**src/rtl/stream_padder_if.sv**
```systemverilog
// Valid/ready bundle between the byte-stream front end, stream_padder and the block core.
// master = environment side, slave = padder side.
interface stream_padder_if #(
   parameter int unsigned IWIDTH = 64,
   parameter int unsigned BWIDTH = 32
);
   localparam int unsigned BYW = $clog2(BWIDTH / 8 + 1);

   logic [BWIDTH-1:0] in_data;
   logic              in_valid;
   logic              in_last;
   logic [BYW-1:0]    in_bytes;
   logic              in_ready;
   logic [IWIDTH-1:0] out_block;
   logic              out_valid;
   logic              out_ready;
   logic              out_last;
   logic              padded;

   modport master (
      output in_data, in_valid, in_last, in_bytes, out_ready,
      input  in_ready, out_block, out_valid, out_last, padded
   );

   modport slave (
      input  in_data, in_valid, in_last, in_bytes, out_ready,
      output in_ready, out_block, out_valid, out_last, padded
   );
endinterface

```
**src/rtl/stream_padder.sv**
```systemverilog
// Packs BWIDTH-bit words into IWIDTH-bit blocks and appends 0x80 marker plus zero fill.
// Optional length field enabled by defining PADDER_LENGTH_EN.
module stream_padder #(
   parameter int unsigned IWIDTH = 64,
   parameter int unsigned BWIDTH = 32,
   parameter int unsigned LWIDTH = 16
) (
   input  logic           clk,
   input  logic           rst_n,
   stream_padder_if.slave bus
);
   localparam int unsigned BB    = BWIDTH / 8;
   localparam int unsigned IB    = IWIDTH / 8;
   localparam int unsigned RATIO = IWIDTH / BWIDTH;
`ifdef PADDER_LENGTH_EN
   localparam int unsigned LB    = LWIDTH / 8;
   localparam int unsigned CW    = LWIDTH - 3;
`else
   localparam int unsigned LB    = 0;
`endif
   localparam int unsigned IDXW  = (RATIO > 1) ? $clog2(RATIO) : 1;
   localparam int unsigned BYW   = $clog2(BB + 1);
   localparam int unsigned PW    = $clog2(IB + 1) + 1;

   localparam logic [PW-1:0] ROOM   = PW'(IB - LB);
   localparam logic [PW-1:0] IB_P   = PW'(IB);

   localparam logic [1:0] S_FILL  = 2'd0;
   localparam logic [1:0] S_EMIT  = 2'd1;
   localparam logic [1:0] S_EXTRA = 2'd2;

   if ((IWIDTH % BWIDTH) != 0 || (BWIDTH % 8) != 0 || (LWIDTH % 8) != 0 || (LWIDTH + 8) > IWIDTH)
   begin : g_cfg_err
      $error("stream_padder: invalid IWIDTH/BWIDTH/LWIDTH combination");
   end

   logic [1:0]        state_q, state_d;
   logic [IDXW-1:0]   word_idx_q, word_idx_d;
   logic [IWIDTH-1:0] block_q, block_d;
   logic              last_q, last_d;
   logic              padded_q, padded_d;
   logic              mark_q, mark_d;
   logic              extra_q, extra_d;
`ifdef PADDER_LENGTH_EN
   logic [CW-1:0]     cnt_q, cnt_d;
   logic [CW-1:0]     cnt_acc;
`endif

   logic              in_ready_w;
   logic [PW-1:0]     base;
   logic [PW-1:0]     p;
   logic              has_mark;
   logic              fits;
   logic [IWIDTH-1:0] fill_blk;
   logic [IWIDTH-1:0] extra_blk;

   assign in_ready_w    = rst_n && (state_q == S_FILL);
   assign bus.in_ready  = in_ready_w;
   assign bus.out_valid = (state_q == S_EMIT);
   assign bus.out_block = block_q;
   assign bus.out_last  = last_q;
   assign bus.padded    = padded_q;

   // p is the byte position just past the last valid data byte of the final word
   assign base     = PW'(word_idx_q) * PW'(BB);
   assign p        = base + PW'(bus.in_bytes);
   assign has_mark = (p < IB_P);
   assign fits     = (p < ROOM);

`ifdef PADDER_LENGTH_EN
   assign cnt_acc = cnt_q + (bus.in_last ? CW'(bus.in_bytes) : CW'(BB));
`endif

   always_comb begin
      fill_blk = block_q;
      for (int unsigned k = 0; k < RATIO; k++) begin
         for (int unsigned j = 0; j < BB; j++) begin
            if (IDXW'(k) == word_idx_q) begin
               if (!bus.in_last || (BYW'(j) < bus.in_bytes))
                  fill_blk[IWIDTH-1-8*(k*BB+j) -: 8] = bus.in_data[BWIDTH-1-8*j -: 8];
               else
                  fill_blk[IWIDTH-1-8*(k*BB+j) -: 8] = '0;
            end else if (bus.in_last && (IDXW'(k) > word_idx_q)) begin
               fill_blk[IWIDTH-1-8*(k*BB+j) -: 8] = '0;
            end
            if (bus.in_last && (PW'(k*BB+j) == p))
               fill_blk[IWIDTH-1-8*(k*BB+j) -: 8] = 8'h80;
         end
      end
`ifdef PADDER_LENGTH_EN
      if (bus.in_last && fits)
         fill_blk[LWIDTH-1:0] = {cnt_acc, 3'b000};
`endif
   end

   always_comb begin
      extra_blk = '0;
      if (!mark_q)
         extra_blk[IWIDTH-1 -: 8] = 8'h80;
`ifdef PADDER_LENGTH_EN
      extra_blk[LWIDTH-1:0] = {cnt_q, 3'b000};
`endif
   end

   always_comb begin
      state_d    = state_q;
      word_idx_d = word_idx_q;
      block_d    = block_q;
      last_d     = last_q;
      padded_d   = padded_q;
      mark_d     = mark_q;
      extra_d    = extra_q;
`ifdef PADDER_LENGTH_EN
      cnt_d      = cnt_q;
`endif
      case (state_q)
         S_FILL: begin
            if (bus.in_valid && in_ready_w) begin
               block_d = fill_blk;
`ifdef PADDER_LENGTH_EN
               cnt_d   = cnt_acc;
`endif
               if (bus.in_last) begin
                  state_d = S_EMIT;
                  if (has_mark)
                     mark_d = 1'b1;
                  if (fits) begin
                     last_d   = 1'b1;
                     padded_d = 1'b1;
                     extra_d  = 1'b0;
                  end else begin
                     last_d   = 1'b0;
                     padded_d = has_mark;
                     extra_d  = 1'b1;
                  end
               end else if (word_idx_q == IDXW'(RATIO - 1)) begin
                  state_d  = S_EMIT;
                  last_d   = 1'b0;
                  padded_d = 1'b0;
                  extra_d  = 1'b0;
               end else begin
                  word_idx_d = word_idx_q + 1'b1;
               end
            end
         end
         S_EMIT: begin
            if (bus.out_ready) begin
               word_idx_d = '0;
               state_d    = extra_q ? S_EXTRA : S_FILL;
               if (last_q) begin
                  mark_d = 1'b0;
`ifdef PADDER_LENGTH_EN
                  cnt_d  = '0;
`endif
               end
            end
         end
         S_EXTRA: begin
            block_d  = extra_blk;
            state_d  = S_EMIT;
            last_d   = 1'b1;
            padded_d = 1'b1;
            extra_d  = 1'b0;
         end
         default: state_d = S_FILL;
      endcase
   end

   always_ff @(posedge clk) begin
      if (!rst_n) begin
         state_q    <= S_FILL;
         word_idx_q <= '0;
         block_q    <= '0;
         last_q     <= 1'b0;
         padded_q   <= 1'b0;
         mark_q     <= 1'b0;
         extra_q    <= 1'b0;
`ifdef PADDER_LENGTH_EN
         cnt_q      <= '0;
`endif
      end else begin
         state_q    <= state_d;
         word_idx_q <= word_idx_d;
         block_q    <= block_d;
         last_q     <= last_d;
         padded_q   <= padded_d;
         mark_q     <= mark_d;
         extra_q    <= extra_d;
`ifdef PADDER_LENGTH_EN
         cnt_q      <= cnt_d;
`endif
      end
   end
endmodule
```
**src/flat_wrapper.sv**
```systemverilog
// flat-port wrapper written by rule: the top's interface ports become plain ports
module stream_padder_flat 
#(
   parameter int unsigned IWIDTH = 64,
   parameter int unsigned BWIDTH = 32,
   parameter int unsigned LWIDTH = 16
)
  (clk, rst_n, bus_in_data, bus_in_valid, bus_in_last, bus_in_bytes, bus_out_ready, bus_in_ready, bus_out_block, bus_out_valid, bus_out_last, bus_padded);
  stream_padder_if #(.IWIDTH(IWIDTH), .BWIDTH(BWIDTH)) bus_i ();
  input  logic clk;
  input  logic rst_n;
  input wire logic [$bits(bus_i.in_data)-1:0] bus_in_data;
  input wire logic [$bits(bus_i.in_valid)-1:0] bus_in_valid;
  input wire logic [$bits(bus_i.in_last)-1:0] bus_in_last;
  input wire logic [$bits(bus_i.in_bytes)-1:0] bus_in_bytes;
  input wire logic [$bits(bus_i.out_ready)-1:0] bus_out_ready;
  output wire logic [$bits(bus_i.in_ready)-1:0] bus_in_ready;
  output wire logic [$bits(bus_i.out_block)-1:0] bus_out_block;
  output wire logic [$bits(bus_i.out_valid)-1:0] bus_out_valid;
  output wire logic [$bits(bus_i.out_last)-1:0] bus_out_last;
  output wire logic [$bits(bus_i.padded)-1:0] bus_padded;
  assign bus_i.in_data = bus_in_data;
  assign bus_i.in_valid = bus_in_valid;
  assign bus_i.in_last = bus_in_last;
  assign bus_i.in_bytes = bus_in_bytes;
  assign bus_i.out_ready = bus_out_ready;
  assign bus_in_ready = bus_i.in_ready;
  assign bus_out_block = bus_i.out_block;
  assign bus_out_valid = bus_i.out_valid;
  assign bus_out_last = bus_i.out_last;
  assign bus_padded = bus_i.padded;
  stream_padder #(.IWIDTH(IWIDTH), .BWIDTH(BWIDTH), .LWIDTH(LWIDTH)) u_core (.clk(clk), .rst_n(rst_n), .bus(bus_i));
endmodule
```
**config.mk**
```make
export PLATFORM = sky130hd
export DESIGN_NAME = stream_padder_flat
export DESIGN_NICKNAME = d
export VERILOG_FILES = /design/src/rtl/stream_padder_if.sv /design/src/rtl/stream_padder.sv /design/src/flat_wrapper.sv
export SDC_FILE = /design/constraint.sdc
export NUM_CORES = 1
export LEC_CHECK = 0
export ABC_AREA = 1
export CORE_ASPECT_RATIO = 0.9
export CORE_MARGIN = 3
export CORE_UTILIZATION = 39
export DETAILED_ROUTE_END_ITERATION = 10
export GPL_TIMING_DRIVEN = 0
export HOLD_SLACK_MARGIN = 0.15
export PLACE_DENSITY = 0.81
export SETUP_SLACK_MARGIN = 0.15
export SYNTH_ARGS = -nofsm -noshare
export SYNTH_HDL_FRONTEND = slang
export SYNTH_SLANG_ARGS = --single-unit
```
**constraint.sdc**
```tcl
create_clock -name clk -period 1.85 [get_ports clk]
set_input_delay 0.37 -clock clk [delete_from_list [all_inputs] [get_ports clk]]
set_output_delay 0.37 -clock clk [all_outputs]
set_load 0.01 [all_outputs]
```
==> metrics.txt, run 1 <==
Worst-Margin Slew=556 ps; maximum clock path buffer count=2; GP Congestion=0.869; Core Region=7660 um^2; data arrival time of the critical path=roughly 1300 ps; Detailed Routing Iterations Pass 1=6; grt ovf=0; sequential cell area fraction in the yosys report=45.0%; largest net degree at the start of global routing=12; Slew HR=62.9%; initial drt markers=197; initial antenna violation count=0; mapped cell area=3120 um^2; wire per inst=13.9 um; count leader, synth=nand2_1; Setup crit start kind=flop; htree depth=3; CP max stage delay=560 ps; Post-synth EDFFs=0; GRT Util Overall=21.5%; Max Cap Violations=0; clock root cell=clkbuf_8; status=complete, no violations; area grow syn2layout=50.3%; final setup TNS=0 ps; Synth top area share=45.0%; antenna-violating nets left=0; Initial Util=40.7%; Yosys top cell by area=dfxtp_1; Leak=1.89 nW; Antenna Cells=0; placed wire-length estimate=6.98 mm; IO buf count=105; Final #Nets=639; Final Critical Period=1640 ps; critical path, cell by cell=clkdlybuf4s50_1; Finished Layout Cells=698; worst-path fanout max=2; Routed WL=9.68 mm; worst hold path type=in2reg; Final setup viols=0; Final Hold Vio Count=0; Worst Path Required=approximately 1500 ps; Chip Width=100 um; Slowest-stage cell, CP=clkdlybuf4s50_1; maximum vdd drop=around 0.00039 V; RSZ-0062 raised after global routing=true; Vert. Die Dim=slightly above 90 um; WP buf/inv=1; Most used DFF post-synth=dfxtp_1; most instantiated cells after synthesis=nand2_1 (187), nor2_1 (77), dfxtp_1 (70); syn nets=517; drt drc=0; Slew Limit Fails=0; Die ar.=between 9000 and 10000 um^2; CTS tree=yes; first-pass GRT wire length=15.8 mm; row count=30; pwr dens=804 nW/um^2; synth top area cells=dfxtp_1 (45%), nand2_1 (23%), a21oi_1 (10%), nor2_1 (9.3%), nand3_1 (2.1%); count of state elements after synthesis=70; I/O pins=108; Placed Instances=roughly 680; Num CTS Buffers=9; Period Utilization, post-route=88.9%; Largest delay share family, worst path=buffers and inverters; number of global-route vias before repair=~3300; Reg clk slew, reported paths=80 ps; skew final=5.42 ps; Synth Warn #=0; kind of critical path=reg2out; Post-synth ARST share=0%; CTS sink count=70; CP endpoint kind=primary output; Distinct cells, synth=22; Mapped Cells=475; Avg Cell Area, Syn=6.56 um^2; routed vias/inst=just under 5; Fmax=between 0.6 and 0.7 GHz; share of layout cells above drive strength 1=about an eighth; vias post-DR=3432; Worst-Skew Late Latency=350 ps
-- layout by cell type, fill, tap and decap left out, types with 5 or more instances in the layout --
master | netlist | final
nand2_1 | 187 | 174
clkdlybuf4s50_1 | 0 | 100
nor2_1 | 77 | 72
dfxtp_1 | 70 | 66
a21oi_1 | 65 | 64
nand2_2 | 4 | 14
nand3_1 | 13 | 12
clkbuf_8 | 0 | 12
inv_1 | 12 | 11
buf_4 | 5 | 9
nor2_2 | 4 | 8
o21ai_0 | 10 | 8
clkbuf_1 | 5 | 6
inv_2 | 8 | 5
nand2_4 | 1 | 5
-- sequential cells by signal (all words and copies together) (netlist names) --
name,flops
u_core.bus.out_block,64
u_core.state_q,2
u_core.bus.out_last,1
u_core.mark_q,1
u_core.word_idx_q,1
u_core.extra_q,1
-- per-stage QoR --
stage | area (um^2) | total power [W] | utilization (%) | hold slack [ps] | setup slack, ps
detailed placement | 4290 | 0.00229 | 56.0 | 457 | -346
floorplan | 3120 | 0.00199 | - | 439 | 356
global placement | 4290 | 0.00228 | 56.0 | 452 | -325
CTS | 4590 | 0.00374 | 59.9 | 319 | 86.7
finish | 4680 | 0.00377 | 61.2 | 326 | 206
global route | 4680 | 0.00393 | 61.2 | 330 | 142
-- report_power, final --
part	switching, W	internal [W]	total [W]
registers	0.0000400	0.00157	0.00161
clock network	0.000591	0.000869	0.00146
logic	0.000397	0.000303	0.000700
-- path summary, 6_finish.rpt --
path,from,end,slack (ps),depth (start not counted)
max,u_core.bus.out_block[1],bus_out_block[1],210,1
min,rst_n,u_core.bus.out_block[47],330,3
max reg2reg,u_core.state_q[0],u_core.bus.out_block[18],290,8
min reg2reg,u_core.extra_q,u_core.state_q[1],460,2
-- per-layer routing --
layer / share of wire (%) / global-route usage, % / wire length (um)
met1: 43 / 27.2 / 4140
met2: 46 / 34.8 / 4470
met3: 9.9 / 7.72 / 963
met4: 1.1 / 5.39 / 104
met5: 0 / 0 / 0
-- repair_timing --
action,in CTS,in global routing
resized for setup,11,37
hold buffers,0,0
setup buffers,5,0
endpoints found under the setup margin,63,63
pin swaps,0,1
cloned,0,1
-- worst register-to-register path, stage by stage, from the launching register on --
cell and delay, ps:
dfxtp_2 370, inv_2 90, nand2_4 130, inv_1 120
nor2_2 270, nand2_2 190, nor2_1 130, nand2_1 60
a21oi_1 120
-- layout make-up --
type	instances	area, um^2
timing repair buffer	110	1100
tap	96	120
fill	711	2970
multi-input combinational	370	1650
clock inverter	3	65.1
buffer	15	83.8
clock buffer	13	169
sequential	70	1410
inverter	21	90.1
-- cells by family (layout without fill, tap and decap cells) --
group,count (synthesis),count (layout),share of synthesized area [%]
and+or+nand+nor,289,290,36.5
AOI/OAI and AO/OA,78,78,12.6
adders and majority gates,2,2,0.803
DFF,70,70,45.0
buffers and inverters,36,162,5.10
No activity file was read; power rests on OpenSTA's default activity.
==> run 2: changes to the inputs <==
CORE_MARGIN = 2   (was 3)
==> run 2 against run 1 <==
Compared with the run above:
- hold slack better by 13 ps
- clock power is 12% lower
- clock skew is 1.7 ps lower
- combinational power is 2% lower
- sequential power hardly changed
- first-iteration DRC count is 5.6% lower
- clock-buffer cell count is 2 lower
- flip-flop and latch count stayed put
- via count hardly changed
- die area is 4.2% lower
==> metrics.txt, run 2 (synthesis results as in run 1) <==
critical path, cell by cell=clkdlybuf4s50_1 (unchanged); commonest non-fill, non-tap cells in the layout=nand2_1 (178), clkdlybuf4s50_1 (101), nor2_1 (76), dfxtp_1 (66), a21oi_1 (65) (was nand2_1 (174), clkdlybuf4s50_1 (100), nor2_1 (72), dfxtp_1 (66), a21oi_1 (64)); RSZ-0062 raised after global routing=true (unchanged); Placed Instances=676 (unchanged); status=complete, no violations (unchanged); Worst-Skew Late Latency=350 ps (about the same); largest net degree at the start of global routing=13 (was 12); Fmax=0.615 GHz (was 0.608 GHz); Reg clk slew, reported paths=80 ps (about the same); Finished Layout Cells=696 (was 698); Final setup viols=0 (unchanged); hold depth=3 (unchanged); kind of critical path=reg2out (unchanged); R2R depth=10 (was 8); CP endpoint kind=primary output (unchanged); placed wire-length estimate=6.93 mm (was 6.98 mm); routed vias/inst=4.93 (was 4.92); Chip Width=98.2 um (was 100 um); Final Hold Vio Count=0 (unchanged); placed instance area=4290 um^2 (unchanged); Antenna Cells=0 (unchanged); skew final=3.77 ps (was 5.42 ps); grt ovf=0 (unchanged); Largest delay share family, worst path=buffers and inverters (unchanged); Slew HR=62.2% (was 62.9%); clock root cell=clkbuf_8 (unchanged); antenna-violating nets left=0 (unchanged); CP max stage delay=560 ps (about the same); max reg flops=64 (unchanged); initial antenna violation count=0 (unchanged); Final Critical Period=1630 ps (was 1640 ps); Die ar.=8720 um^2 (was 9100 um^2); final instance area=4590 um^2 (was 4680 um^2); Max Cap Violations=0 (unchanged); pwr dens=779 nW/um^2 (was 804 nW/um^2); initial drt markers=186 (was 197); GRT Util Overall=21.9% (was 21.5%); Routed WL=9.53 mm (was 9.68 mm); htree depth=3 (unchanged); share of layout cells above drive strength 1=10.8% (was 12.6%); Slew Limit Fails=0 (unchanged); Core Region=7660 um^2 (unchanged); GP Congestion=0.923 (was 0.869); maximum vdd drop=0.000484 V (was 0.000393 V); maximum clock path buffer count=2 (unchanged); Initial Util=40.7% (unchanged); Vert. Die Dim=88.8 um (was 90.8 um); final setup TNS=0 ps (unchanged); area grow syn2layout=47.5% (was 50.3%); vias post-DR=3431 (was 3432); commonest non-fill, non-tap cell in the layout=nand2_1 (unchanged); CTS tree=yes (unchanged); Num CTS Buffers=9 (unchanged); CTS sink count=70 (unchanged); Period Utilization, post-route=87.9% (was 88.9%); I/O pins=108 (unchanged); WP buf/inv=1 (unchanged); post-layout util=60.0% (was 61.2%); wire per inst=13.7 um (was 13.9 um); Detailed Routing Iterations Pass 1=5 (was 6); worst-path fanout max=2 (unchanged); data arrival time of the critical path=1260 ps (was 1270 ps); # fillers=754 (was 711); row count=30 (unchanged); Setup crit start kind=flop (unchanged); Leak=1.83 nW (was 1.89 nW); Slowest-stage cell, CP=clkdlybuf4s50_1 (unchanged); number of global-route vias before repair=3233 (was 3282); Worst-Margin Slew=567 ps (was 556 ps); worst hold path type=in2reg (unchanged); drt drc=0 (unchanged); Worst Path Required=1480 ps (about the same); first-pass GRT wire length=15.0 mm (was 15.8 mm); IO buf count=105 (unchanged); Final #Nets=637 (was 639); WP depth=1 (unchanged)
-- run 2: cell types whose count changed in the layout (fill, tap and decap cells not counted), moves of 2 or more --
| cell | previous run | this run |
|---|---|---|
| nand2_1 | 174 | 178 |
| clkinvlp_4 | 0 | 3 |
| nand2_2 | 14 | 12 |
| nand2_4 | 5 | 3 |
| o21ai_1 | 4 | 2 |
| nor2_2 | 8 | 4 |
| dlymetal6s2s_1 | 2 | 0 |
| nor2_1 | 72 | 76 |
-- run 2: stage by stage --
stage	setup slack, ps	hold WS [ps]	power, W
6_report	225	339	0.00358
5_1_grt	135	329	0.00375
4_1_cts	92.7	313	0.00358
3_5_place_dp	-399	459	0.00229
3_3_place_gp	-343	452	0.00228
2_1_floorplan	356	439	0.00199
-- run 2: where the power goes --
part | internal (W) | total (W) | switching [W]
Sequential | 0.00157 | 0.00161 | 0.0000393
Combinational | 0.000293 | 0.000684 | 0.000390
Clock | 0.000693 | 0.00129 | 0.000596
-- run 2: path summary, 6_finish.rpt --
check,slack [ps],from,endpoint
setup / recovery,220,u_core.bus.out_block[55],bus_out_block[55]
hold / removal,340,rst_n,u_core.bus.out_block[47]
setup reg to reg,270,u_core.word_idx_q,u_core.bus.out_block[39]
hold reg to reg,470,u_core.bus.out_block[12],u_core.bus.out_block[12]
-- run 2: area by class of cell --
class,count,area [um^2],share of cell area [%]
multi-input combinational,370,1610,35.1
sequential,70,1410,30.7
timing repair buffer,108,1070,23.3
clock buffer,11,151,3.30
tap,96,120,2.61
inverter,21,90.1,1.96
buffer,15,83.8,1.82
clock inverter,5,57.6,1.25
-- run 2: routing by layer --
| layer | GRT usage, % | vias to the layer above | wire length (um) |
|---|---|---|---|
| met5 | 0 | - | 0 |
| met4 | 8.09 | 0 | 121 |
| met3 | 7.66 | 11 | 755 |
| met2 | 37.4 | 111 | 4600 |
| met1 | 25.8 | 1564 | 4050 |
| li1 | - | 1745 | - |
-- run 2: repair_timing --
item                       CTS  global route
hold buffers                 0             0
setup buffers                2             1
setup endpoints to repair   63            68
cloned                       1             0
resized for setup           12            22
==> run 3: changes to the inputs <==
DONT_BUFFER_PORTS = 1   (was not set)
MAX_ROUTING_LAYER = met4   (was not set)
PLACE_DENSITY = 0.63   (was 0.81)
==> run 3 against run 2 <==
Compared with the run above:
- critical path depth up 7
- fmax up 2.5%
- combinational power down 32%
- highest routed layer unchanged
- flip-flop and latch count unchanged
- register-to-register slack about the same
- hold slack worse by 62 ps
- non-clock buffer count down 105
- clock power up 7%
- global-route usage down 0.84 points
- sequential share of layout area up 9.0 points
- clock skew up 6.4 ps
==> metrics.txt, run 3 (synthesis results as in run 1) <==
Leak=1.45 nW (was 1.83 nW); final setup TNS=0 ps (unchanged); Setup crit start kind=flop (unchanged); kind of critical path=reg2reg (was reg2out); Core Region=7660 um^2 (unchanged); area grow syn2layout=13.7% (was 47.5%); Chip Width=98.2 um (unchanged); Num CTS Buffers=9 (unchanged); first-pass GRT wire length=13.9 mm (was 15.0 mm); vias post-DR=3011 (was 3431); pwr dens=981 nW/um^2 (was 779 nW/um^2); drt drc=0 (unchanged); initial antenna violation count=0 (unchanged); number of global-route vias before repair=2859 (was 3233); net switching share of the total power=28.0% (was 28.7%); Slew Limit Fails=0 (unchanged); Finished Layout Cells=590 (was 696); Die ar.=8720 um^2 (unchanged); Sw Pwr=0.000972 W (was 0.00103 W); Sequential Power Share=47.0% (was 44.9%); Final Hold Vio Count=0 (unchanged); placed wire-length estimate=6.46 mm (was 6.93 mm); Detailed Routing Iterations Pass 1=4 (was 5); worst hold start=bus_in_data[20] (was rst_n); Routed WL=8.80 mm (was 9.53 mm); worst hold path type=in2reg (unchanged); CP Launch Point=u_core.state_q[0] (was u_core.bus.out_block[55]); CP endpoint kind=flop (was primary output); # fillers=829 (was 754); initial drt markers=154 (was 186); post-layout util=46.3% (was 60.0%); data arrival time of the critical path=1860 ps (was 1260 ps); Antenna Cells=0 (unchanged); Period Utilization, post-route=85.7% (was 87.9%); Initial Util=40.7% (unchanged); logic gate share of total power=13.4% (was 19.1%); worst-path fanout max=9 (was 2); largest net degree at the start of global routing=13 (unchanged); Fmax=0.630 GHz (was 0.615 GHz); maximum clock path buffer count=2 (unchanged); clock power share=39.6% (was 36.0%); RSZ-0062 raised after global routing=true (unchanged); CTS Hold Buffers Added=0 (unchanged); IO buf count=0 (was 105); GP Congestion=0.905 (was 0.923); CTS sink count=70 (unchanged); Worst Path Required=2120 ps (was 1480 ps); placed instance area=3240 um^2 (was 4290 um^2); grt ovf=0 (unchanged); maximum vdd drop=0.000452 V (was 0.000484 V); Vert. Die Dim=88.8 um (unchanged); Reg clk slew, reported paths=80 ps (about the same); htree depth=3 (unchanged); Placed Instances=571 (was 676); skew final=10.2 ps (was 3.77 ps); commonest non-fill, non-tap cell in the layout=nand2_1 (unchanged); clock root cell=clkbuf_8 (unchanged); Final setup viols=0 (unchanged); Slew HR=61.1% (was 62.2%); routed vias/inst=5.10 (was 4.93); CTS tree=yes (unchanged); GRT Util Overall=21.0% (was 21.9%); antenna-violating nets left=0 (unchanged); max reg flops=64 (unchanged); status=complete, no violations (unchanged); final instance area=3540 um^2 (was 4590 um^2); commonest non-fill, non-tap cells in the layout=nand2_1 (180), nor2_1 (77), dfxtp_1 (68), a21oi_1 (65), nand3_1 (13) (was nand2_1 (178), clkdlybuf4s50_1 (101), nor2_1 (76), dfxtp_1 (66), a21oi_1 (65)); Worst-Skew Late Latency=340 ps (was 350 ps); Reg-to-Reg Start=u_core.state_q[0] (was u_core.word_idx_q); I/O pins=108 (unchanged); Final Critical Period=1590 ps (was 1630 ps); Final #Nets=531 (was 637); Max Cap Violations=0 (unchanged); wire per inst=14.9 um (was 13.7 um); Worst-Margin Slew=583 ps (was 567 ps); share of layout cells above drive strength 1=11.3% (was 10.8%); row count=30 (unchanged); Internal=0.00250 W (was 0.00255 W)
run 3: worst max-delay path: stages, from the launching register on:
cell	delay, ps
dfxtp_1	410
inv_2	100
nand2_4	130
inv_1	110
nor2_2	210
nand2_1	220
nor2_1	130
nand2_1	60
a21oi_1	140
run 3: per-stage QoR:
| stage | hold WS, ps | total power, W | setup WS, ps |
|---|---|---|---|
| floorplan | 439 | 0.00199 | 356 |
| global placement | 452 | 0.00210 | 59.7 |
| detailed placement | 457 | 0.00211 | 12.4 |
| CTS | 256 | 0.00349 | 153 |
| global route | 273 | 0.00366 | 107 |
| finish | 277 | 0.00348 | 264 |
run 3: routing by layer:
metal	routed length, um	vias up	track usage, %
met4	55	0	5.73
met2	4070	104	33.5
li1	-	1540	-
met3	775	6	7.35
met1	3890	1361	25.7
met5	0	-	-
run 3: worst paths after layout:
path	endpoint	slack, ps	cells after the start
setup / recovery	u_core.bus.out_block[8]	260	8
hold / removal	u_core.bus.out_block[20]	280	4
hold reg to reg	u_core.state_q[1]	460	2
setup reg to reg	u_core.bus.out_block[8]	260	8
run 3: cell type report:
cell class              instances  area (um^2)  share of cell area, %
repair buffers                  3         22.5                  0.636
flip-flops and latches         70         1410                   39.7
inverters                      21         88.8                   2.51
plain buffers                  15         81.3                   2.30
clock inverters                 5         82.6                   2.33
multi-input cells             369         1600                   45.2
well taps                      96          120                   3.39
clock buffers                  11          141                   3.99
run 3: what timing repair did:
item                                    in CTS  in global routing
gates cloned                                 0                  0
endpoints found under the setup margin      60                 63
setup buffers                                0                  3
gates resized for setup                      2                 19
run 3: power by group through the flow:
stage	registers (W)	clock network, W	logic, W
finish	0.00163	0.00138	0.000467
global route	0.00164	0.00149	0.000532
CTS	0.00164	0.00142	0.000438
detailed placement	0.00167	0	0.000434
global placement	0.00167	0	0.000427
floorplan	0.00166	0	0.000334
